### config.mk
export PLATFORM = sky130hd
export DESIGN_NAME = vram_arbiter
export DESIGN_NICKNAME = d
export VERILOG_FILES = /design/src/rtl/vram_arbiter.sv
export SDC_FILE = /design/constraint.sdc
export NUM_CORES = 1
export LEC_CHECK = 0
export ABC_AREA = 1
export BUFFER_PORTS_ARGS = -buffer_cell sky130_fd_sc_hd__buf_2
export CAP_MARGIN = 0
export CORE_ASPECT_RATIO = 2
export CORE_MARGIN = 3
export CORE_UTILIZATION = 43
export CTS_BUF_LIST = sky130_fd_sc_hd__clkbuf_16
export DETAILED_ROUTE_END_ITERATION = 7
export PLACE_DENSITY = 0.77
export SLEW_MARGIN = 20
export SYNTH_ARGS = -nofsm -noshare
export SYNTH_HDL_FRONTEND = slang
export SYNTH_SLANG_ARGS = --single-unit
### constraint.sdc
create_clock -name clk -period 2.2 [get_ports clk]
set_clock_uncertainty 0.1 [all_clocks]
set_input_delay 0.11 -clock clk [delete_from_list [all_inputs] [get_ports clk]]
set_output_delay 0.11 -clock clk [all_outputs]
set_load 0.02 [all_outputs]
### src/rtl/vram_arbiter.sv
// vram_arbiter: shares one SDRAM memory_controller between the VDP, an auxiliary port and refresh.
// Define VRAM_ARBITER_AUX_EN to enable the auxiliary port; otherwise it is tied off.
module vram_arbiter #(
  parameter int REFRESH_INTERVAL = 840,
  parameter int AUX_STARVE_LIMIT = 4
) (
  input  logic        clk,
  input  logic        reset,
  input  logic        vdp_req,
  input  logic        vdp_wr,
  input  logic [16:0] vdp_addr,
  input  logic [7:0]  vdp_din,
  output logic [15:0] vdp_dout,
  output logic        vdp_ack,
  input  logic        aux_req,
  input  logic        aux_wr,
  input  logic [16:0] aux_addr,
  input  logic [7:0]  aux_din,
  output logic [15:0] aux_dout,
  output logic        aux_ack,
  output logic        mem_read,
  output logic        mem_write,
  output logic        mem_refresh,
  output logic [21:0] mem_addr,
  output logic [15:0] mem_din,
  output logic [1:0]  mem_wdm,
  input  logic [15:0] mem_dout,
  input  logic        mem_busy,
  input  logic        mem_enabled
);

  typedef enum logic [2:0] {IDLE, CMD, WAIT_HI, WAIT_LO, DONE} state_t;
  typedef enum logic [1:0] {G_NONE, G_VDP, G_AUX, G_REF} grant_t;

  localparam int RW = $clog2(REFRESH_INTERVAL + 1);
  localparam logic [RW-1:0] REF_FULL = RW'(REFRESH_INTERVAL);
  localparam logic [RW-1:0] REF_HALF = RW'(REFRESH_INTERVAL / 2);
  localparam logic [RW-1:0] REF_ONE  = RW'(1);

  state_t        state_r, state_nx;
  grant_t        grant_r, grant_sel;
  logic          wr_r;
  logic [RW-1:0] ref_cnt_r;
  logic          aux_live, aux_starved;
  logic          launch, finish, port_sel, sel_wr;
  logic [16:0]   sel_addr;
  logic [7:0]    sel_din;

  assign launch   = (state_r == IDLE) && (state_nx == CMD);
  assign finish   = (state_r == WAIT_LO) && !mem_busy;
  assign port_sel = (grant_sel == G_VDP) || (grant_sel == G_AUX);
  assign sel_wr   = (grant_sel == G_AUX) ? aux_wr   : vdp_wr;
  assign sel_addr = (grant_sel == G_AUX) ? aux_addr : vdp_addr;
  assign sel_din  = (grant_sel == G_AUX) ? aux_din  : vdp_din;

  // Priority grant; only acted on when the FSM leaves IDLE.
  always_comb begin
    grant_sel = G_NONE;
    if (ref_cnt_r >= REF_FULL) begin
      grant_sel = G_REF;
    end else if (aux_starved) begin
      grant_sel = G_AUX;
    end else if (vdp_req) begin
      grant_sel = G_VDP;
    end else if (aux_live) begin
      grant_sel = G_AUX;
    end else if (ref_cnt_r >= REF_HALF) begin
      grant_sel = G_REF;
    end else begin
      grant_sel = G_NONE;
    end
  end

  // Next-state logic; WAIT_HI trusts the controller to raise busy after every strobe.
  always_comb begin
    state_nx = state_r;
    case (state_r)
      IDLE: begin
        if (mem_enabled && !mem_busy && (grant_sel != G_NONE)) state_nx = CMD;
        else state_nx = IDLE;
      end
      CMD: state_nx = WAIT_HI;
      WAIT_HI: begin
        if (mem_busy) state_nx = WAIT_LO;
        else state_nx = WAIT_HI;
      end
      WAIT_LO: begin
        if (!mem_busy) state_nx = DONE;
        else state_nx = WAIT_LO;
      end
      DONE: state_nx = IDLE;
      default: state_nx = IDLE;
    endcase
  end

  // State, latched request, command strobes and VDP completion.
  always_ff @(posedge clk or posedge reset) begin
    if (reset) begin
      state_r     <= IDLE;
      grant_r     <= G_NONE;
      wr_r        <= 1'b0;
      mem_read    <= 1'b0;
      mem_write   <= 1'b0;
      mem_refresh <= 1'b0;
      mem_addr    <= 22'h000000;
      mem_din     <= 16'h0000;
      mem_wdm     <= 2'b00;
      vdp_ack     <= 1'b0;
      vdp_dout    <= 16'h0000;
    end else begin
      state_r     <= state_nx;
      mem_read    <= launch && port_sel && !sel_wr;
      mem_write   <= launch && port_sel && sel_wr;
      mem_refresh <= launch && (grant_sel == G_REF);
      if (launch) begin
        grant_r  <= grant_sel;
        wr_r     <= sel_wr;
        mem_addr <= {6'b000000, sel_addr[16:1]};
        mem_din  <= {sel_din, sel_din};
        mem_wdm  <= {~sel_addr[0], sel_addr[0]};
      end
      vdp_ack <= finish && (grant_r == G_VDP);
      if (finish && (grant_r == G_VDP) && !wr_r) vdp_dout <= mem_dout;
    end
  end

  // Refresh age counter, held at zero until the controller is initialised.
  always_ff @(posedge clk or posedge reset) begin
    if (reset) begin
      ref_cnt_r <= {RW{1'b0}};
    end else if (!mem_enabled || (launch && (grant_sel == G_REF))) begin
      ref_cnt_r <= {RW{1'b0}};
    end else if (ref_cnt_r < REF_FULL) begin
      ref_cnt_r <= ref_cnt_r + REF_ONE;
    end
  end

`ifdef VRAM_ARBITER_AUX_EN
  localparam int SW = $clog2(AUX_STARVE_LIMIT + 1);
  localparam logic [SW-1:0] STARVE_MAX = SW'(AUX_STARVE_LIMIT);
  localparam logic [SW-1:0] STARVE_ONE = SW'(1);

  logic [SW-1:0] starve_r;

  assign aux_live    = aux_req;
  assign aux_starved = aux_req && (starve_r == STARVE_MAX);

  // Counts VDP grants that overtook a waiting aux request.
  always_ff @(posedge clk or posedge reset) begin
    if (reset) begin
      starve_r <= {SW{1'b0}};
    end else if (!aux_req || (launch && (grant_sel == G_AUX))) begin
      starve_r <= {SW{1'b0}};
    end else if (launch && (grant_sel == G_VDP) && (starve_r != STARVE_MAX)) begin
      starve_r <= starve_r + STARVE_ONE;
    end
  end

  // Aux completion.
  always_ff @(posedge clk or posedge reset) begin
    if (reset) begin
      aux_ack  <= 1'b0;
      aux_dout <= 16'h0000;
    end else begin
      aux_ack <= finish && (grant_r == G_AUX);
      if (finish && (grant_r == G_AUX) && !wr_r) aux_dout <= mem_dout;
    end
  end
`else
  logic unused_aux_req;

  assign aux_live       = 1'b0;
  assign aux_starved    = 1'b0;
  assign aux_ack        = 1'b0;
  assign aux_dout       = 16'h0000;
  assign unused_aux_req = aux_req;
`endif

endmodule

* Word level (Yosys, flattened, before mapping) *
Index checks and enable logic that the tools add are counted.

word-level totals
  input port bits = 74
  logic and storage cells = 56
  register bits after elaboration = 70
  output and inout bits = 77

operators by class
  eq/ne operators = 8
  magnitude comparators = 3
  reduce and logical (&&, ||, !) cells = 19
  bitwise logic cells = 1
  mux-type cells = 12
  add/sub/neg operators = 1

operators by type and width
  operator                                                                 count
  10-bit 2-to-1 mux                                                        2
  17-bit 2-to-1 mux                                                        1
  3-bit case mux with 4 select lines                                       1
  10-bit by 1-bit adder with 10-bit output (second input constant)         1
  10-bit >= comparator (second input constant)                             1
  10-bit by 9-bit >= comparator with 1-bit output (second input constant)  1
  1-bit logical AND                                                        10
  10-bit < comparator (second input constant)                              1
  8-bit 2-to-1 mux                                                         1
  3-bit by 1-bit equality test with 1-bit output (second input constant)   2
  3-bit by 2-bit equality test with 1-bit output (second input constant)   2
  2-bit 2-to-1 mux                                                         3
  2-bit by 1-bit equality test with 1-bit output (second input constant)   2
  2-bit equality test (second input constant)                              2
  1-bit logical NOT                                                        4
  2-bit nonzero test                                                       2
  3-bit logical NOT                                                        1
  1-bit 2-to-1 mux                                                         3
  3-bit 2-to-1 mux                                                         1
  1-bit logical OR                                                         2
  1-bit NOT                                                                1

* Depth between registers and ports, before layout *
  depth after elaboration = 13
  gate-level depth with buffers = 14
  gate-level depth less buffers = 14

* Worst setup path before layout *
Ideal clock, no wire load.

  kind = register -> register
  from = register ref_cnt_r[5]
  to = register mem_din[14]
  path buffers = 2
  slack = 0.071 ns
  setup time = 0.081 ns
  data required time = 2.019 ns
  data arrival time = 1.948 ns
  cell stages (with the launch flop) = 11
  path through = dfrtp_1 > inv_1 > nand3_1 > a21boi_2 > nand2_1 > ha_1 > buf_2 > clkinv_1 > clkbuf_1 > nand2_1 > a31oi_2

on the way
  longest elaborated chain between the ends = 10
  elaborated cells between the ends (all ways) = 13
  classes of those cells = 2 x order compare; 2 x eq/ne; 6 x mux; 3 x reduce/logical

RTL lines
  item                                             RTL line  source
  start: declaration                               43        logic [RW-1:0] ref_cnt_r;
  start signal: assignment                         130       ref_cnt_r <= {RW{1'b0}};
  start signal: assignment                         132       ref_cnt_r <= {RW{1'b0}};
  start signal: assignment                         134       ref_cnt_r <= ref_cnt_r + REF_ONE;
  10-bit by 9-bit >= comparator with 1-bit output  67        end else if (ref_cnt_r >= REF_HALF) begin
  2-bit 2-to-1 mux                                 67
  2-bit 2-to-1 mux                                 63        end else if (vdp_req) begin
  2-bit 2-to-1 mux *                               59        if (ref_cnt_r >= REF_FULL) begin
  via grant_sel[1]                                 41        grant_t grant_r, grant_sel;
  2-bit nonzero test                               79        if (mem_enabled && !mem_busy && (grant_sel != G_NONE)) state_nx = CMD;
  1-bit logical AND                                79
  1-bit 2-to-1 mux                                 79
  3-bit case mux with 4 select lines               77        case (state_r)
  3-bit by 1-bit equality test with 1-bit output   49        assign launch = (state_r == IDLE) && (state_nx == CMD);
  1-bit logical AND                                49
  end signal: assignment                           119       mem_din <= {sel_din, sel_din};
  end: declaration                                 25        output logic [15:0] mem_din,

Mark *: on every way through the listed nets, which the timed path passes. The rest lies on a longest branch.
A chain may end at the register's enable or synchronous reset.

* Worst setup path after layout *
  from = register ref_cnt_r[4]
  to = register mem_addr[6]

on the way
  longest elaborated chain between the ends = 10
  elaborated cells between the ends (all ways) = 13
  classes of those cells = 2 x order compare; 2 x eq/ne; 6 x mux; 3 x reduce/logical

RTL lines
  item                                             RTL line  source
  10-bit by 9-bit >= comparator with 1-bit output  67
  2-bit 2-to-1 mux                                 67
  2-bit 2-to-1 mux                                 63
  2-bit 2-to-1 mux *                               59
  via grant_sel[1]                                 41
  2-bit nonzero test                               79
  1-bit logical AND                                79
  1-bit 2-to-1 mux                                 79
  3-bit case mux with 4 select lines               77
  3-bit by 1-bit equality test with 1-bit output   49
  1-bit logical AND                                49
  end signal: assignment                           118       mem_addr <= {6'b000000, sel_addr[16:1]};
  end: declaration                                 24        output logic [21:0] mem_addr,

Marks and branches as above.

==> results by group <==
Drt
  • DR pass1 iterations: 4
  • # DRC: 0
  • Antenna viol nets, final: 0
  • DRT iter0 DRCs: approximately 160
  • Final wirelength: roughly 9 mm
  • Vias per cell: between 4 and 5
  • Vias: approximately 3.2k
  • WL/cell: 13.6 µm

Placement
  • GP Congestion: between 0.8 and 0.9
  • DP HPWL: roughly 5.8 mm
  • Placed Area: a little under 4000 µm²
  • Inst Count DP: slightly below 600
  • I/O Buffers: approximately 130

Floorplan
  • Top Ports: 151
  • Die height: 131 µm
  • Initial Utilization: around 44%
  • Die area: 9020 µm²
  • Core ar.: 7600 µm²
  • DIE WIDTH: 68.7 µm
  • Num rows: 45

Min path
  • HP Class: in -> reg

STA
  • Least-Margin Pin Slew: 552 ps
  • Achievable Freq: 487 MHz
  • Unrepaired setup endpoints after global routing: yes
  • Min Clock Period, post-route: 2050 ps
  • Fin. max-slew vios: 0
  • Crit share post-route: approximately 93%
  • Final Hold Viols: 0
  • Final setup viols: 0
  • Post-route setup TNS: 0 ps
  • Rel. slew slack: a little over three fifths
  • Worst hold slack: 31.8 ps

Yosys
  • Main synth FF type: dfrtp_1
  • YS warnings: 0
  • Cell count after synthesis: between 300 and 400
  • Fraction of registers with async set/reset: 100%
  • #FFs+latches synth: 62
  • Seq/Total Area, Yosys: between 40% and 50%
  • Syn_area_per_cell: between 8 and 9 µm²
  • Distinct cells, synth: 35
  • Post-synth EDFFs: 0
  • Post-synthesis instance area: 3380 µm²

Layout
  • Final Net Count: around 660
  • Layout area overhead: 47.4%
  • Post-route cell area: between 4000 and 5000 µm²
  • Commonest non-fill, non-tap cell in the layout: buf_2
  • Fraction of layout cells with a size suffix above 1: between 30 and 40%
  • Inserted Diodes: 0
  • Final std cells w/o fill: 678
  • Most frequent cells in the layout: buf_2, nand2_1, dlygate4sd3_1

Outcome
  • Outcome: complete, no violations

Pwr
  • Max VDD drop: 0.548 mV
  • Power, Total: 5.18 mW
  • Power density cells: between 1000 and 1500 nW/µm²
  • Leak pwr: around 2.6 nW

Global route
  • Initial antenna violation count: 0
  • Largest net degree at the start of global routing: 54
  • Vias in the first global route: 3260
  • GRT Util Overall: 21.3%
  • GRT overflow: 0
  • First-pass GRT wire length: 14.5 mm

Clocking
  • CTS Root Cell: clkbuf_16
  • H-tree levels: 3
  • # clock sinks: 62
  • TritonCTS Buffers: 9
  • Worst-path clk slew: around 50 ps
  • Insertion delay to the later sink of the worst-skew pair: 320 ps
  • # Post-CTS Setup Buffers: 0
  • TritonCTS clock tree: yes
  • Clk buf depth: 2

Setup path
  • WS Path Type: reg -> reg
  • Arrival time at the worst endpoint: around 2200 ps
  • CP Launch Type: flop
  • Crit path max fanout: 53
  • CP endpoint kind: flop
  • Crit path required time: around 2300 ps

Run
  • Max_cap viols: 0
## cell type report
cell class                      instances  area (µm²)
Clock buffer                            9         225
Clock inverter                          7        58.8
Fill cell                             589        2620
Inverter                               40         166
Multi-Input combinational cell        260        1420
Sequential cell                        62        1550
Tap cell                               94         118
Timing Repair Buffer                  206        1430
## sequential cells by signal (all words and copies together), names as in the netlist
register     count
mem_addr        16
vdp_dout        16
ref_cnt_r       10
mem_din          8
state_r          3
grant_r          2
mem_wdm          2
mem_read         1
mem_refresh      1
mem_write        1
vdp_ack          1
wr_r             1
## cell usage after synthesis (3+ instances only)
master,n,area share (%)
a21oi_1,3,0.44
nand3_1,9,1.3
nor2_1,38,4.2
clkbuf_1,6,0.67
buf_6,3,1.0
o21ai_0,19,2.8
ha_1,5,1.9
a31oi_2,22,8.2
a31oi_1,4,0.74
buf_4,31,6.9
xor2_1,4,1.0
o21ai_1,3,0.44
nand4_1,4,0.74
inv_1,38,4.2
dfrtp_1,62,46
o21ai_2,4,1.0
nand2_1,109,12
## through the flow
| stage | setup WS, ps | utilization [%] |
|---|---|---|
| 6_report | 147 | 65.5 |
| 5_1_grt | -13.1 | 65.5 |
| 4_1_cts | 5.31 | 65.1 |
| 3_5_place_dp | -5.31 | 52.2 |
| 3_3_place_gp | 73.0 | 52.2 |
| 2_1_floorplan | 70.8 | - |
## worst max-delay path, cell delays in order (launching register included)
cell and delay [ps]:
dfrtp_1 420, a21oi_1 110, nand2_1 80, nand2_1 50, nand2_1 100, nand2_1 60, nand2_1 80, inv_1 50
ha_2 210, nor2_8 170, nand2_8 100, inv_16 190, nor2_1 80, a31oi_2 140
## path summary, 6_finish.rpt
path / startpoint / endpoint / slack (ps) / cells after the start
worst max-delay path: ref_cnt_r[4] / mem_addr[6] / 150 / 13
worst max register to register: ref_cnt_r[4] / mem_addr[6] / 150 / 13
worst min register to register: grant_r[1] / vdp_ack / 360 / 1
min in group asynchronous: reset / mem_addr[9] / 300 / 3
worst min-delay path: aux_addr[0] / mem_wdm[0] / 30 / 3
max in group asynchronous: reset / ref_cnt_r[6] / 1090 / 4
## cells by family (layout without fill, tap and decap cells)
family | Yosys count | after routing | synth area share [%]
simple gates | 172 | 172 | 22.1
compound gates | 56 | 56 | 14.0
fa+ha+maj | 5 | 5 | 1.85
buf+inv | 85 | 262 | 15.0
flops | 62 | 62 | 45.9
xor+xnor | 4 | 4 | 1.04
other cells | 1 | 23 | 0.111
## report_power, final
group	internal (mW)	leakage, nW	total, mW	switching, mW
registers	1.58	0.777	1.83	0.255
clock network	0.858	0.149	1.32	0.465
logic	0.768	1.64	2.02	1.26
total	3.20	2.57	5.18	1.98
## layer usage
| metal | track usage [%] | wire length (µm) | share of wire [%] | vias to the layer above |
|---|---|---|---|---|
| met3 | 5.56 | 560 | 6.1 | 43 |
| li1 | - | - | - | 1556 |
| met5 | 0 | 0 | 0 | - |
| met1 | 20.3 | 3130 | 34 | 1490 |
| met2 | 37.6 | 5030 | 54 | 147 |
| met4 | 13.5 | 537 | 5.8 | 0 |
## what timing repair did
action / CTS / global route
endpoints found under the setup margin: 12 / 38
hold endpoints to repair: 67 / 0
hold buffers: 69 / 0
gates resized for setup: 2 / 10
No activity file was read; power rests on OpenSTA's default activity.
